$ cat src/rtl/mapas_multissensor_pkg.sv
`default_nettype none
// ============================================================================
// mapas_multissensor_pkg : cell codes, headings, FSM states and ray step helper
// Revision 1.0
// ============================================================================
package mapas_multissensor_pkg;

    typedef enum logic [1:0] {
        DESCONHECIDO = 2'b00,
        LIVRE        = 2'b01,
        OBSTACULO    = 2'b10,
        VISITADO     = 2'b11
    } celula_t;

    typedef enum logic [1:0] {
        MAIS_Y  = 2'd0,
        MAIS_X  = 2'd1,
        MENOS_Y = 2'd2,
        MENOS_X = 2'd3
    } direcao_t;

    typedef logic [2:0] estado_t;
    localparam estado_t OCIOSO   = 3'd0;
    localparam estado_t CAPTURA  = 3'd1;
    localparam estado_t TRACA    = 3'd2;
    localparam estado_t FINALIZA = 3'd3;
    localparam estado_t LIMPA    = 3'd4;

    typedef struct packed {
        logic signed [1:0] dx;
        logic signed [1:0] dy;
    } passo_t;

    function automatic passo_t passo(input direcao_t dir);
        passo = '0;
        case (dir)
            MAIS_Y:  passo.dy = 2'b01;
            MAIS_X:  passo.dx = 2'b01;
            MENOS_Y: passo.dy = 2'b11;
            MENOS_X: passo.dx = 2'b11;
        endcase
    endfunction

endpackage
`default_nettype wire

$ cat src/rtl/mapas_multissensor_if.sv
`default_nettype none
// ============================================================================
// mapas_multissensor_if : odometry/sensor sample in, occupancy grid out
// Revision 1.0
// ============================================================================
interface mapas_multissensor_if #(
    parameter int TamanhoMalhaX    = 9,
    parameter int TamanhoMalhaY    = 9,
    parameter int tamanhoDistancia = 4,
    parameter int NumSensores      = 2
);
    logic [tamanhoDistancia-1:0]             posicaoAtualnoEixoX;
    logic [tamanhoDistancia-1:0]             posicaoAtualnoEixoY;
    logic [1:0]                              direcaoAtual;
    logic [NumSensores*tamanhoDistancia-1:0] distancias;
    logic                                    novoDado;
    logic                                    limparMalha;
    logic                                    pronto;
    logic [TamanhoMalhaX*TamanhoMalhaY-1:0][1:0] malha;
    logic                                    operacaoFinalizada;

    modport master (
        output posicaoAtualnoEixoX, posicaoAtualnoEixoY, direcaoAtual, distancias,
               novoDado, limparMalha,
        input  pronto, malha, operacaoFinalizada
    );

    modport slave (
        input  posicaoAtualnoEixoX, posicaoAtualnoEixoY, direcaoAtual, distancias,
               novoDado, limparMalha,
        output pronto, malha, operacaoFinalizada
    );
endinterface
`default_nettype wire

$ cat src/rtl/mapas_multissensor_passo_raio.sv
`default_nettype none
// ============================================================================
// mapas_multissensor_passo_raio : advances a ray one cell, flags grid membership
// Revision 1.0
// ============================================================================
module mapas_multissensor_passo_raio
    import mapas_multissensor_pkg::*;
#(
    parameter int TamanhoMalhaX    = 9,
    parameter int TamanhoMalhaY    = 9,
    parameter int tamanhoDistancia = 4
) (
    input  logic signed [tamanhoDistancia:0] x_i,
    input  logic signed [tamanhoDistancia:0] y_i,
    input  direcao_t                         dir_i,
    output logic signed [tamanhoDistancia:0] x_o,
    output logic signed [tamanhoDistancia:0] y_o,
    output logic                             dentro_o,
    output logic                             dentroSeguinte_o
);
    localparam int SW = tamanhoDistancia + 1;
    localparam logic signed [SW-1:0] LIM_X = SW'(TamanhoMalhaX);
    localparam logic signed [SW-1:0] LIM_Y = SW'(TamanhoMalhaY);

    passo_t                 w_p;
    logic signed [SW-1:0]   w_dx, w_dy, w_x2, w_y2;

    // Signed arithmetic: stepping below 0 or past the far edge shows up as
    // a negative value or a value >= the limit, never as a wrap into the grid.
    always_comb begin
        w_p  = passo(dir_i);
        w_dx = {{(SW-2){w_p.dx[1]}}, w_p.dx};
        w_dy = {{(SW-2){w_p.dy[1]}}, w_p.dy};
        x_o  = x_i + w_dx;
        y_o  = y_i + w_dy;
        w_x2 = x_o + w_dx;
        w_y2 = y_o + w_dy;
        dentro_o         = !x_o[SW-1] && (x_o < LIM_X) && !y_o[SW-1] && (y_o < LIM_Y);
        dentroSeguinte_o = !w_x2[SW-1] && (w_x2 < LIM_X) && !w_y2[SW-1] && (w_y2 < LIM_Y);
    end
endmodule
`default_nettype wire

$ cat src/rtl/mapas_multissensor.sv
`default_nettype none
// ============================================================================
// mapas_multissensor : occupancy-grid builder with N range sensors
// Revision 1.0
// ============================================================================
module mapas_multissensor
    import mapas_multissensor_pkg::*;
#(
    parameter int TamanhoMalhaX    = 9,
    parameter int TamanhoMalhaY    = 9,
    parameter int tamanhoDistancia = 4,
    parameter int NumSensores      = 2,
    parameter int AlcanceMax       = 15
) (
    input logic                 clock,
    input logic                 reset,
    mapas_multissensor_if.slave bus
);
    localparam int TD     = tamanhoDistancia;
    localparam int NC     = TamanhoMalhaX * TamanhoMalhaY;
    localparam int IW     = $clog2(NC);
    localparam int CW     = (NumSensores > 1) ? $clog2(NumSensores) : 1;
    localparam int DESLOC = 4 / NumSensores;
    localparam logic [TD-1:0]        ALCANCE = TD'(AlcanceMax);
    localparam logic [CW-1:0]        ULTIMO  = CW'(NumSensores - 1);
    localparam logic signed [TD:0]   LIM_X   = (TD+1)'(TamanhoMalhaX);
    localparam logic signed [TD:0]   LIM_Y   = (TD+1)'(TamanhoMalhaY);

    estado_t                   estado_q, estado_d;
    logic [NC-1:0][1:0]        malha_q, malha_d;
    logic                      fin_q, fin_d;
    logic [TD-1:0]             x_q, x_d, y_q, y_d, passo_q, passo_d;
    direcao_t                  dir_q, dir_d;
    logic [NumSensores*TD-1:0] dist_q, dist_d;
    logic [CW-1:0]             canal_q, canal_d;
    logic signed [TD:0]        cx_q, cx_d, cy_q, cy_d;

    logic signed [TD:0] w_rx, w_ry, w_nx, w_ny;
    logic               w_dentro, w_dentro_seg, w_robo_dentro;
    logic               w_escreve, w_fim, w_permitido;
    direcao_t           w_dir_canal;
    logic [TD-1:0]      w_dist, w_lim;
    logic [IW-1:0]      w_idx_raio, w_idx_robo;
    celula_t            w_valor, w_atual;

    mapas_multissensor_passo_raio #(
        .TamanhoMalhaX   (TamanhoMalhaX),
        .TamanhoMalhaY   (TamanhoMalhaY),
        .tamanhoDistancia(TD)
    ) u_passo_raio (
        .x_i             (cx_q),
        .y_i             (cy_q),
        .dir_i           (w_dir_canal),
        .x_o             (w_nx),
        .y_o             (w_ny),
        .dentro_o        (w_dentro),
        .dentroSeguinte_o(w_dentro_seg)
    );

    always_comb begin
        w_rx          = {1'b0, x_q};
        w_ry          = {1'b0, y_q};
        w_robo_dentro = (w_rx < LIM_X) && (w_ry < LIM_Y);
        w_dir_canal   = direcao_t'(2'(int'(dir_q) + 1 + int'(canal_q) * DESLOC));
        w_dist        = '0;
        for (int i = 0; i < NumSensores; i++)
            if (canal_q == CW'(i)) w_dist = dist_q[i*TD +: TD];
        w_lim       = (w_dist > ALCANCE) ? ALCANCE : w_dist;
        w_escreve   = (estado_q == TRACA) && w_robo_dentro && (w_lim != '0) && w_dentro;
        // A channel ends on its last in-grid cell, so it costs max(1, n) cycles.
        w_fim       = !w_escreve || (passo_q == w_lim) || !w_dentro_seg;
        w_valor     = ((passo_q == w_dist) && (w_dist < ALCANCE)) ? OBSTACULO : LIVRE;
        w_idx_raio  = IW'(int'(w_nx[TD-1:0]) * TamanhoMalhaY + int'(w_ny[TD-1:0]));
        w_idx_robo  = IW'(int'(x_q) * TamanhoMalhaY + int'(y_q));
        w_atual     = celula_t'(malha_q[w_idx_raio]);
        w_permitido = (w_atual == DESCONHECIDO) || ((w_valor == OBSTACULO) && (w_atual == LIVRE));
    end

    always_comb begin
        estado_d = estado_q;  malha_d = malha_q;  fin_d   = fin_q;
        x_d      = x_q;       y_d     = y_q;      dir_d   = dir_q;   dist_d = dist_q;
        canal_d  = canal_q;   passo_d = passo_q;  cx_d    = cx_q;    cy_d   = cy_q;
        case (estado_q)
            OCIOSO: begin
                if (bus.limparMalha) begin
                    estado_d = LIMPA;
                    fin_d    = 1'b0;
                    malha_d  = '0;
                end else if (bus.novoDado) begin
                    estado_d = CAPTURA;
                    fin_d    = 1'b0;
                    x_d      = bus.posicaoAtualnoEixoX;
                    y_d      = bus.posicaoAtualnoEixoY;
                    dir_d    = direcao_t'(bus.direcaoAtual);
                    dist_d   = bus.distancias;
                end
            end
            CAPTURA: begin
                if (w_robo_dentro) malha_d[w_idx_robo] = VISITADO;
                canal_d  = '0;
                passo_d  = TD'(1);
                cx_d     = w_rx;
                cy_d     = w_ry;
                estado_d = TRACA;
            end
            TRACA: begin
                if (w_escreve && w_permitido) malha_d[w_idx_raio] = w_valor;
                if (!w_fim) begin
                    passo_d = passo_q + TD'(1);
                    cx_d    = w_nx;
                    cy_d    = w_ny;
                end else if (canal_q == ULTIMO) begin
                    estado_d = FINALIZA;
                end else begin
                    canal_d = canal_q + CW'(1);
                    passo_d = TD'(1);
                    cx_d    = w_rx;
                    cy_d    = w_ry;
                end
            end
            FINALIZA, LIMPA: begin
                fin_d    = 1'b1;
                estado_d = OCIOSO;
            end
            default: estado_d = OCIOSO;
        endcase
    end

    always_ff @(posedge clock) begin
        if (!reset) begin
            estado_q <= OCIOSO;  malha_q <= '0;  fin_q   <= 1'b0;
            x_q      <= '0;      y_q     <= '0;  dir_q   <= MAIS_Y;  dist_q <= '0;
            canal_q  <= '0;      passo_q <= '0;  cx_q    <= '0;      cy_q   <= '0;
        end else begin
            estado_q <= estado_d;  malha_q <= malha_d;  fin_q   <= fin_d;
            x_q      <= x_d;       y_q     <= y_d;      dir_q   <= dir_d;  dist_q <= dist_d;
            canal_q  <= canal_d;   passo_q <= passo_d;  cx_q    <= cx_d;   cy_q   <= cy_d;
        end
    end

    assign bus.pronto             = (estado_q == OCIOSO);
    assign bus.malha              = malha_q;
    assign bus.operacaoFinalizada = fin_q;
endmodule
`default_nettype wire

$ cat src/flat_wrapper.sv
// flat-port wrapper written by rule: the top's interface ports become plain ports
module mapas_multissensor_flat import mapas_multissensor_pkg::*;
#(
    parameter int TamanhoMalhaX    = 9,
    parameter int TamanhoMalhaY    = 9,
    parameter int tamanhoDistancia = 4,
    parameter int NumSensores      = 2,
    parameter int AlcanceMax       = 15
)
  (clock, reset, bus_posicaoAtualnoEixoX, bus_posicaoAtualnoEixoY, bus_direcaoAtual, bus_distancias, bus_novoDado, bus_limparMalha, bus_pronto, bus_malha, bus_operacaoFinalizada);
  mapas_multissensor_if #(.TamanhoMalhaX(TamanhoMalhaX), .TamanhoMalhaY(TamanhoMalhaY), .tamanhoDistancia(tamanhoDistancia), .NumSensores(NumSensores)) bus_i ();
  input logic clock;
  input logic reset;
  input wire logic [$bits(bus_i.posicaoAtualnoEixoX)-1:0] bus_posicaoAtualnoEixoX;
  input wire logic [$bits(bus_i.posicaoAtualnoEixoY)-1:0] bus_posicaoAtualnoEixoY;
  input wire logic [$bits(bus_i.direcaoAtual)-1:0] bus_direcaoAtual;
  input wire logic [$bits(bus_i.distancias)-1:0] bus_distancias;
  input wire logic [$bits(bus_i.novoDado)-1:0] bus_novoDado;
  input wire logic [$bits(bus_i.limparMalha)-1:0] bus_limparMalha;
  output wire logic [$bits(bus_i.pronto)-1:0] bus_pronto;
  output wire logic [$bits(bus_i.malha)-1:0] bus_malha;
  output wire logic [$bits(bus_i.operacaoFinalizada)-1:0] bus_operacaoFinalizada;
  assign bus_i.posicaoAtualnoEixoX = bus_posicaoAtualnoEixoX;
  assign bus_i.posicaoAtualnoEixoY = bus_posicaoAtualnoEixoY;
  assign bus_i.direcaoAtual = bus_direcaoAtual;
  assign bus_i.distancias = bus_distancias;
  assign bus_i.novoDado = bus_novoDado;
  assign bus_i.limparMalha = bus_limparMalha;
  assign bus_pronto = bus_i.pronto;
  assign bus_malha = bus_i.malha;
  assign bus_operacaoFinalizada = bus_i.operacaoFinalizada;
  mapas_multissensor #(.TamanhoMalhaX(TamanhoMalhaX), .TamanhoMalhaY(TamanhoMalhaY), .tamanhoDistancia(tamanhoDistancia), .NumSensores(NumSensores), .AlcanceMax(AlcanceMax)) u_core (.clock(clock), .reset(reset), .bus(bus_i));
endmodule
$ cat config.mk
export PLATFORM = sky130hd
export DESIGN_NAME = mapas_multissensor_flat
export DESIGN_NICKNAME = d
export VERILOG_FILES = /design/src/rtl/mapas_multissensor_pkg.sv /design/src/rtl/mapas_multissensor_if.sv /design/src/rtl/mapas_multissensor_passo_raio.sv /design/src/rtl/mapas_multissensor.sv /design/src/flat_wrapper.sv
export SDC_FILE = /design/constraint.sdc
export NUM_CORES = 1
export LEC_CHECK = 0
export BUFFER_PORTS_ARGS = -buffer_cell sky130_fd_sc_hd__buf_2
export CAP_MARGIN = 20
export CORE_UTILIZATION = 50
export CTS_CLUSTER_SIZE = 40
export DETAILED_ROUTE_END_ITERATION = 7
export PLACE_DENSITY_LB_ADDON = 0.3
export SLEW_MARGIN = 5
export SYNTH_ARGS = -nofsm -noshare
export SYNTH_HDL_FRONTEND = slang
export SYNTH_SLANG_ARGS = --single-unit
$ cat constraint.sdc
create_clock -name clock -period 5.1 [get_ports clock]
set_clock_uncertainty 0.1 [all_clocks]
set_input_delay 0.51 -clock clock [delete_from_list [all_inputs] [get_ports clock]]
set_output_delay 0.51 -clock clock [all_outputs]
set_load 0.005 [all_outputs]
## Word-level counts from Yosys, hierarchy flattened

Index checks and enable logic that the tools add are counted.

- Multipliers: 2
- Divide/modulo/power cells: 0
- Bitwise logic cells: 2
- Shift-type cells: 0
- Multiplexer cells: 36
- Add/subtract/negate cells: 10
- Equal/unequal tests: 18
- Order comparisons: 12
- Reductions and logical operators: 38

Operators with widths:

| kind | number |
|---|---|
| 162-bit two-way mux | 3 |
| 162-bit one-hot mux with 3 select lines | 1 |
| 162-bit bitwise mux | 1 |
| 162-bit bitwise OR | 1 |
| 2-bit demux with 7-bit select | 2 |
| 5-bit by 2-bit adder with 5-bit output | 4 |
| 5-bit < comparator, second input constant | 4 |
| 5-bit two-way mux | 4 |
| 5-bit one-hot mux with 2 select lines | 2 |
| 7-bit by 8-bit < comparator with 1-bit output, second input constant | 2 |
| 4-bit two-way mux | 4 |
| 1-bit logical AND | 15 |
| 7-bit by 5-bit adder with 7-bit output | 2 |
| 2-bit binary-select mux with 7-bit select | 1 |
| 7-bit by 1-bit >= comparator with 1-bit output, second input constant | 2 |
| 4-bit by 4-bit multiplier with 7-bit output, second input constant | 2 |
| 4-bit < comparator, second input constant | 3 |
| 3-bit two-way mux | 4 |
| 3-bit one-hot mux with 3 select lines | 1 |
| 4-bit equality test | 2 |
| 2-bit two-way mux | 4 |
| 2-bit one-hot mux with 2 select lines | 2 |
| 4-bit one-hot mux with 2 select lines | 1 |
| 2-bit equality test, second input constant | 3 |
| other kinds (26) | 48 |

- RAM bits: 0
- Bits in read-only memories: 0
- Memories: 0
- Register bits after elaboration: 199
- Word-level logic and storage cells: 209
- Latch bits: 0

## Depth between registers and ports, before layout

Gate-level depths: netlist (run 1).

- Depth in word-level cells: 15
- Gate-level depth with buffers: 25
- Gate-level depth less buffers: 19

## Cells and area by module

A second synthesis (run 1) with hierarchy kept.

- Cell total of the unflattened synthesis: 1663
- Area total of the unflattened synthesis: 13320.3 µm²

By module, submodules not included:

| module | cells an instance | times used | area an instance (µm²) |
|---|---|---|---|
| mapas_multissensor | 1557 | 1 | 12467.0 |
| mapas_multissensor_passo_raio | 106 | 1 | 853.3 |

## Least setup slack after synthesis (run 1)

No wires, ideal clock.

- Path type: reg2reg
- Start: register u_core.dir_q[0]
- End: register u_core.malha_q, in the netlist u_core.bus.malha[11]
- Path slack: -0.425 ns
- Data arrival time: 5.307 ns
- Required time: 4.881 ns
- Buffers on the path: 6
- Stages on the path, launching flop included: 22
- Period minus slack after synthesis: 5.525 ns
- Cells stage by stage: dfxtp_1 > buf_2 > inv_1 > nor2_1 > fa_1 > ha_1 > ha_1 > inv_1 > fa_1 > clkbuf_1 > buf_1 > clkbuf_1 > o22ai_1 > a221oi_1 > o22ai_1 > o311ai_0 > o211ai_1 > o21ai_2 > buf_2 > buf_2 > nor2_1 > o221a_2

- Longest elaborated chain between the ends: 15
- Elaborated cells on any way between the ends: 37

Ends and longest elaborated chain:

| item | line | source |
|---|---|---|
| start: declaration | mapas_multissensor.sv:33 | `direcao_t dir_q, dir_d;` |
| start signal: assignment | mapas_multissensor.sv:132 | `x_q <= '0; y_q <= '0; dir_q <= MAIS_Y; dist_q <= '0;` |
| start signal: assignment | mapas_multissensor.sv:136 | `x_q <= x_d; y_q <= y_d; dir_q <= dir_d; dist_q <= dist_d;` |
| 2-bit by 1-bit adder with 2-bit output * | mapas_multissensor.sv:64 | `w_dir_canal = direcao_t'(2'(int'(dir_q) + 1 + int'(canal_q) * DESLOC));` |
| 2-bit adder * | mapas_multissensor.sv:64 |  |
| 2-bit equality test / 2-bit by 1-bit equality test with 1-bit output (equally long branches) | mapas_multissensor_pkg.sv:36 | `case (dir)` |
| 2-bit one-hot mux with 2 select lines | mapas_multissensor_pkg.sv:36 |  |
| 5-bit by 2-bit adder with 5-bit output | mapas_multissensor_passo_raio.sv:34 | `x_o = x_i + w_dx;` |
| 4-bit by 4-bit multiplier with 7-bit output | mapas_multissensor.sv:73 | `w_idx_raio = IW'(int'(w_nx[TD-1:0]) * TamanhoMalhaY + int'(w_ny[TD-1:0]));` |
| 7-bit by 5-bit adder with 7-bit output | mapas_multissensor.sv:73 |  |
| 2-bit binary-select mux with 7-bit select | mapas_multissensor.sv:75 | `w_atual = celula_t'(malha_q[w_idx_raio]);` |
| 2-bit two-way mux (implied by the code) | mapas_multissensor.sv:75 |  |
| 2-bit by 1-bit equality test with 1-bit output | mapas_multissensor.sv:76 | `w_permitido = (w_atual == DESCONHECIDO) \|\| ((w_valor == OBSTACULO) && (w_atual == LIVRE));` |
| 1-bit logical AND | mapas_multissensor.sv:76 |  |
| 1-bit logical OR | mapas_multissensor.sv:76 |  |
| 1-bit logical AND | mapas_multissensor.sv:107 | `if (w_escreve && w_permitido) malha_d[w_idx_raio] = w_valor;` |
| 2-bit != test (no line) | n/a |  |
| 4-bit AND reduction (no line) | n/a |  |
| end signal: assignment | mapas_multissensor.sv:135 | `estado_q <= estado_d; malha_q <= malha_d; fin_q <= fin_d;` |
| end: declaration | mapas_multissensor.sv:30 | `logic [NC-1:0][1:0] malha_q, malha_d;` |

Mark *: on every way between the ends. The rest lies on a longest branch, timed or not. The select of a mux whose other input is x is not followed.
A chain may end at the register's enable or synchronous reset.

## Worst setup path in the final report (run 1)

- Start: register u_core.canal_q
- End: register u_core.malha_q, in the netlist u_core.bus.malha[98]

- Longest elaborated chain between the ends: 14
- Elaborated cells on any way between the ends: 46

Ends and longest elaborated chain:

| item | line | source |
|---|---|---|
| start: declaration | mapas_multissensor.sv:35 | `logic [CW-1:0] canal_q, canal_d;` |
| start signal: assignment | mapas_multissensor.sv:133 | `canal_q <= '0; passo_q <= '0; cx_q <= '0; cy_q <= '0;` |
| start signal: assignment | mapas_multissensor.sv:137 | `canal_q <= canal_d; passo_q <= passo_d; cx_q <= cx_d; cy_q <= cy_d;` |
| 2-bit adder | mapas_multissensor.sv:64 |  |
| 2-bit equality test / 2-bit by 1-bit equality test with 1-bit output (equally long branches) | mapas_multissensor_pkg.sv:36 |  |
| 2-bit one-hot mux with 2 select lines | mapas_multissensor_pkg.sv:36 |  |
| 5-bit by 2-bit adder with 5-bit output | mapas_multissensor_passo_raio.sv:34 |  |
| 4-bit by 4-bit multiplier with 7-bit output | mapas_multissensor.sv:73 |  |
| 7-bit by 5-bit adder with 7-bit output | mapas_multissensor.sv:73 |  |
| 2-bit binary-select mux with 7-bit select | mapas_multissensor.sv:75 |  |
| 2-bit two-way mux (implied by the code) | mapas_multissensor.sv:75 |  |
| 2-bit by 1-bit equality test with 1-bit output | mapas_multissensor.sv:76 |  |
| 1-bit logical AND | mapas_multissensor.sv:76 |  |
| 1-bit logical OR | mapas_multissensor.sv:76 |  |
| 1-bit logical AND | mapas_multissensor.sv:107 |  |
| 2-bit != test (no line) | n/a |  |
| 4-bit AND reduction (no line) | n/a |  |

Several ways; a longest one is shown, not always the timed one. The select of a mux whose other input is x is not followed.

==> results.cfg, run 1 <==
[floorplan]
dieArea_mm2 = 0.0306
pin_count = 186
rows = 62
core-area_mm2 = 0.0291
fp.dieW_um = 175
die_h_um = 175
start_util_pct = 51.4

[cts]
cts-buffers-inserted = 17
cts_max_level = 4
clock_path_buffers = 2
clock_latency_ns = 0.47
clock-sinks = 199
root_buffer = clkbuf_16
cts_tree = built
clk_pin_slew_ns = 0.09

[status]
violations = design-rule violations
status = finished with violations

[yosys]
synth_edf_count = 0
synth_cell_types = 81
avgSynthCellArea_um2 = 7.89
ys_seq_elements = 199
ys_seq_area_share_pct = 26.6
syn_area_mm2 = 0.0150
synthArstFlopShare_pct = 0
synthCells = 1896
ys_warn_count = 0
synth.net_count = 1960
dominantRegCellSynth = dfxtp_1

[finish]
layout_commonest_cell = nor2_1
drive_above_1_share_pct = 27.4
design_area_mm2 = 0.0185
diodes = 0
fin_nets = 2163
area_growth_pct = 23.7
layout_common_cells = nor2_1 (236), nand2_1 (219), dfxtp_1 (197), buf_2 (184), buf_4 (129)

[critical_path]
arrival_ns = 5.33
required_ns = 5.38
cpPeakStageDelay_ns = 0.51
critPathKind = reg2reg
crit_path_end_kind = flop
crit_path_top_delay_cell = fa_2
path_cells = xor2_4 > buf_4 > nor2_4 > fa_2 > ha_4 > ha_4 > inv_1 > fa_2 > buf_6 > nor2b_2 > buf_4 > nand2_1 > a31oi_2 > a311o_1 > a211oi_2 > nor4_4 > buf_4 > o21ai_4 > buf_8 > clkbuf_16 > a21o_1 > a221oi_2
crit_path_max_fanout = 21
setup.worst_path.start_class = flop
path_common_cell = buf_4

[routing]
drtIter0Drc = 2695
wl_per_cell_um = 24.0
via_count = 17100
firstDrtPassIters = 8
finalWirelength_um = 59900
drtAntennaViolNets = 0
drcViolationCount = 13
via_per_inst = 6.84

[sta]
holdWs_ns = 0.184
rsz0062_at_grt = true
slew_violations = 0
setup_viol = 0
period_share_pct = 99.1
max-slew-margin-rel_pct = 16.5
hold_viol_final = 0
fmax_mhz = 198
tightestPinTransition_ns = 1.25
setup_slack_ns = 0.0456
period_needed_ns = 5.05

[placement]
gp_congestion = 1.02
numPortBuffers = 185
place_ws_ns = -0.194
hpwl_um = 40300
dpl_cell_area_mm2 = 0.0170

[worst_hold_path]
hp-class = in2reg

[global_route]
grt-busiest-layer = met2
antenna_found_initial = 0
grt_pass1_wl_um = 88900
grt_max_degree = 83
grt_use_met2_pct = 55.3
gr-total-overflow = 0
grt_util_met1_pct = 51.1
use_met3_pct = 8.22
grt_pass1_vias = 15400
track_usage_pct = 37.0

[power_and_ir_drop]
pwr-share-clk_pct = 25.9
p_switching_uw = 2410
internal-power_uw = 3340
leakagePower_uw = 0.00792
seq_power_share_pct = 27.9
p_sw_share_pct = 41.9
vdd_drop_max_mv = 0.291
powerDensity_mw_per_mm2 = 311
pwr-share-comb_pct = 46.2

[job]
maxCapViolCount = 0
==> repair_timing <==
item / 4_1_cts / 5_1_grt
hold buffers: 0 / 0
buffers inserted: 9 / 6
setup endpoints to repair: 162 / 162
hold endpoints to repair: 0 / 0
gates resized for setup: 25 / 90
cloned: 2 / 7
pin swaps: 8 / 20
==> critical path, delay by kind of cell (launching register included) <==
kind	cells	cell delay (ns)
adder cells (fa/ha/maj)	4	1.39
flip-flops	1	0.37
XOR/XNOR	1	0.19
AO/OA/AOI/OAI	6	0.98
AND/OR/NAND/NOR	4	0.81
buffers and inverters	7	1.14
==> flip-flops by register name (all words and copies together) (netlist names) <==
name	count
u_core.passo_q	4
u_core.estado_q	3
u_core.dir_q	2
u_core.canal_q	1
u_core.dist_q	8
u_core.bus.operacaoFinalizada	1
u_core.bus.malha	162
u_core.cx_q	5
u_core.cy_q	5
u_core.x_q	4
u_core.y_q	4
==> routing by layer <==
metal | wire length (um) | up-vias
met5 | 0 | -
met4 | 2850 | 0
met3 | 7560 | 242
met2 | 25600 | 1301
met1 | 23900 | 8042
li1 | - | 7479
==> cells by family after synthesis <==
group	after synthesis	synth area share [%]
AND/OR/NAND/NOR	679	20.0
buffers and inverters	219	5.90
adder cells (fa/ha/maj)	42	3.71
flip-flops	199	26.6
AO/OA/AOI/OAI	572	30.4
XOR/XNOR	33	1.98
multiplexers	152	11.4
==> cells in the mapped netlist (all sizes together) (14+ instances only) <==
cell type	n	area share, %
nor3	35	1.2
nand2b	22	0.92
o21ai	45	1.5
xnor2	21	1.2
mux2i	123	8.2
a21oi	108	3.6
nor2	243	6.1
a31oi	46	1.9
and3	20	0.84
nand2	222	5.6
o211ai	25	1.3
ha	38	3.2
a2bb2oi	38	2.3
nand3	88	2.9
o21a	35	1.8
buf	55	1.8
a221oi	37	2.3
o221a	132	9.9
inv	52	1.3
o21bai	14	0.70
clkbuf	111	2.8
a21o	33	1.7
mux2	16	1.2
dfxtp	199	27
==> power groups by stage <==
stage	sequential [uW]	combinational (uW)	clock (uW)
final	1610	2650	1490
after global routing	1610	2720	1530
after CTS	1600	2260	1490
after detailed placement	1640	2140	0
after global placement	1640	2120	0
after floorplan	1630	1270	0
==> per-stage QoR <==
stage,instances,total power (uW),util (%),TNS [ns]
floorplan,1896,2900,-,0
global placement,2438,3760,58.5,-29.45
detailed placement,2439,3780,58.6,-23.84
CTS,2482,5350,61.4,0
global route,2496,5860,63.6,-3.03
finish,2496,5750,63.6,0
==> worst paths after layout <==
path / startpoint / to / slack, ns / cells after the start
setup reg to reg: u_core.canal_q / u_core.bus.malha[98] / 0.05 / 22
hold / removal: bus_distancias[5] / u_core.dist_q[5] / 0.18 / 3
hold reg to reg: u_core.dist_q[0] / u_core.dist_q[0] / 0.40 / 2
setup / recovery: u_core.canal_q / u_core.bus.malha[98] / 0.05 / 22
==> final cells by class <==
class	count	area (um^2)
clock inverters	15	186
clock buffers	17	425
multi-input cells	1478	10700
repair buffers	350	2560
flip-flops and latches	199	3990
fillers	2485	10600
inverters	53	199
well taps	384	480
(Power assumes the default switching activity.)
==> run 2, diff against run 1 <==
Settings changed: CORE_MARGIN set to 2.
==> run 2 against run 1 <==
Compared with the run above:
- the run ends with negative setup slack left
- first-iteration DRC count fell by 5.0%
- wire length rose by 2.8%
- die area rose by 2.3%
- utilization rose by 0.74 points
- non-clock buffer count rose by 9
- maximum frequency fell by 2.2%
- critical endpoint is now u_core.bus.malha[77]
- highest routed layer unchanged
==> results.cfg, run 2 (same netlist as run 1, synthesis figures left out) <==
[routing]
drtAntennaViolNets = 0
wl_met2_um = 26300
drtIter0Drc = 2561
drt-met1-wl_um = 24600
drcViolationCount = 0
via_per_inst = 6.87
via_count = 17300
highest_layer = met4
dr_wl_met3_um = 8040
finalWirelength_um = 61500
firstDrtPassIters = 7
wl_per_cell_um = 24.5

[global_route]
grt_max_degree = 80
track_usage_pct = 36.8
grt_pass1_vias = 15500
grt_pass1_wl_um = 89800
gr-total-overflow = 0
antenna_found_initial = 0

[power_and_ir_drop]
powerDensity_mw_per_mm2 = 313
leakagePower_uw = 0.00838
vdd_drop_max_mv = 0.320

[critical_path]
worst-path-buf-inv = 7
crit_path_top_delay_cell = fa_2
path_common_cell = buf_4
critPathTopFamily = adder cells
arrival_ns = 5.41
endpoint = u_core.bus.malha[77]
ff2ff_path_depth = 22
setup.worst_path.start_class = flop
path_cells = xor2_4 > buf_6 > nor2_4 > fa_1 > ha_4 > ha_4 > inv_2 > fa_2 > buf_6 > nand2b_4 > nor2_1 > buf_4 > nand2_1 > a32o_1 > nor4_2 > buf_4 > nor4_4 > buf_4 > o21ai_4 > clkbuf_16 > nor2_1 > o221a_4
cpPeakStageDelay_ns = 0.68
rr_endpoint = u_core.bus.malha[77]
crit_path_max_fanout = 8
crit_path_end_kind = flop
critPathKind = reg2reg
cp-startpoint = u_core.dir_q[1]
r2r_start = u_core.dir_q[1]
required_ns = 5.34
r2r_slack_ns = -0.07
cp.depth = 22

[floorplan]
start_util_pct = 50.6
die_h_um = 177
pin_count = 186
core-area_mm2 = 0.0296
fp.dieW_um = 177
rows = 63
dieArea_mm2 = 0.0313

[finish]
design_area_mm2 = 0.0190
layout_common_cells = nor2_1 (235), nand2_1 (218), dfxtp_1 (197), buf_2 (184), buf_4 (126)
fin_nets = 2173
diodes = 0
layout_commonest_cell = nor2_1
area_growth_pct = 27.1
fillers = 2450
drive_above_1_share_pct = 28.2
largest_reg_flops = 162

[cts]
cts-buffers-inserted = 17
cts_tree = built
cts_hold_buf = 0
clock-sinks = 199
clock_path_buffers = 2
cts_max_level = 4
clk_pin_slew_ns = 0.08
clock_latency_ns = 0.45
root_buffer = clkbuf_16

[sta]
slew_violations = 0
max-slew-margin-rel_pct = 20.0
tightestPinTransition_ns = 1.20
period_share_pct = 101
period_needed_ns = 5.17
fmax_mhz = 193
rsz0062_at_grt = true
setup_slack_ns = -0.0704
holdWs_ns = 0.206
setup_viol = 75
hold_viol_final = 0

[placement]
gp_congestion = 1.03
numPortBuffers = 185
dpl_cell_area_mm2 = 0.0169
hpwl_um = 41200

[worst_hold_path]
hp-class = in2reg

[status]
status = finished with violations
violations = negative setup slack

[job]
maxCapViolCount = 0
## run 2: changes by cell type in the layout (fill, tap and decap cells not counted), moves of 3 or more
cell / change
o21ai_0: -3
buf_4: -3
o22ai_1: -3
o221a_4: +28
a221oi_1: +3
clkinvlp_4: +3
clkinv_2: +3
o221a_2: -28
clkbuf_16: +4
o21ai_2: +3
nor3_1: +3
buf_8: -3
buf_6: +8
## run 2: worst min-delay path by stage
stage | start | slack, ns | cells past startpoint | endpoint
floorplan | u_core.cy_q[2] | 0.34 | 2 | u_core.cy_q[2]
global placement | u_core.cy_q[2] | 0.35 | 2 | u_core.cy_q[2]
detailed placement | u_core.cy_q[2] | 0.36 | 2 | u_core.cy_q[2]
CTS | bus_posicaoAtualnoEixoX[3] | 0.20 | 3 | u_core.x_q[3]
global route | bus_posicaoAtualnoEixoX[3] | 0.20 | 3 | u_core.x_q[3]
finish | bus_posicaoAtualnoEixoX[3] | 0.21 | 3 | u_core.x_q[3]
## run 2: final cells by class
cell class	instances	area (um^2)	share of cell area, %
Multi-Input combinational cell	1479	11000	57.9
Timing Repair Buffer	359	2750	14.5
Clock buffer	17	425	2.24
Sequential cell	199	3990	21.0
Clock inverter	15	146	0.769
Tap cell	390	488	2.56
Inverter	53	203	1.07
## run 2: where the power goes
| group | leakage [uW] | switching, uW | internal [uW] |
|---|---|---|---|
| clock | 0.000276 | 720 | 689 |
| sequential | 0.00161 | 31.8 | 1570 |
| combinational | 0.00650 | 1750 | 1190 |
| total | 0.00838 | 2500 | 3460 |
## run 2: timing repair
item | 4_1_cts | 5_1_grt
hold endpoints to repair | 0 | 0
gates cloned | 3 | 14
resized for setup | 43 | 144
setup buffers | 13 | 14
pin swaps | 12 | 81
endpoints found under the setup margin | 162 | 162
## run 2: metal layers
metal | global-route usage (%) | vias up
met3 | 8.57 | 228
met1 | 51.3 | 8183
met2 | 54.6 | 1357
li1 | - | 7491
met4 | 14.3 | 0
met5 | 0 | -
## run 2: metrics by stage
step	setup WS (ns)	TNS [ns]	total power, uW	instances	util (%)
6_report	-0.0704	-1.72	5960	2512	64.4
5_1_grt	-0.233	-26.85	6070	2512	64.4
3_3_place_gp	-0.0884	-7.54	3750	2437	57.3
3_5_place_dp	-0.257	-34.00	3770	2437	57.3
2_1_floorplan	0.00787	0	2900	1896	-
4_1_cts	-0.00401	-0.00401	5300	2485	60.3
## run 2: worst reg2reg max path, stage by stage, from the launching register on
cell,delay [ns]
dfxtp_4,0.37
xor2_4,0.19
buf_6,0.13
nor2_4,0.16
fa_1,0.47
ha_4,0.31
ha_4,0.13
inv_2,0.04
fa_2,0.68
buf_6,0.18
nand2b_4,0.11
nor2_1,0.20
buf_4,0.17
nand2_1,0.05
a32o_1,0.23
nor4_2,0.25
buf_4,0.18
nor4_4,0.04
buf_4,0.17
o21ai_4,0.38
clkbuf_16,0.26
nor2_1,0.07
o221a_4,0.23
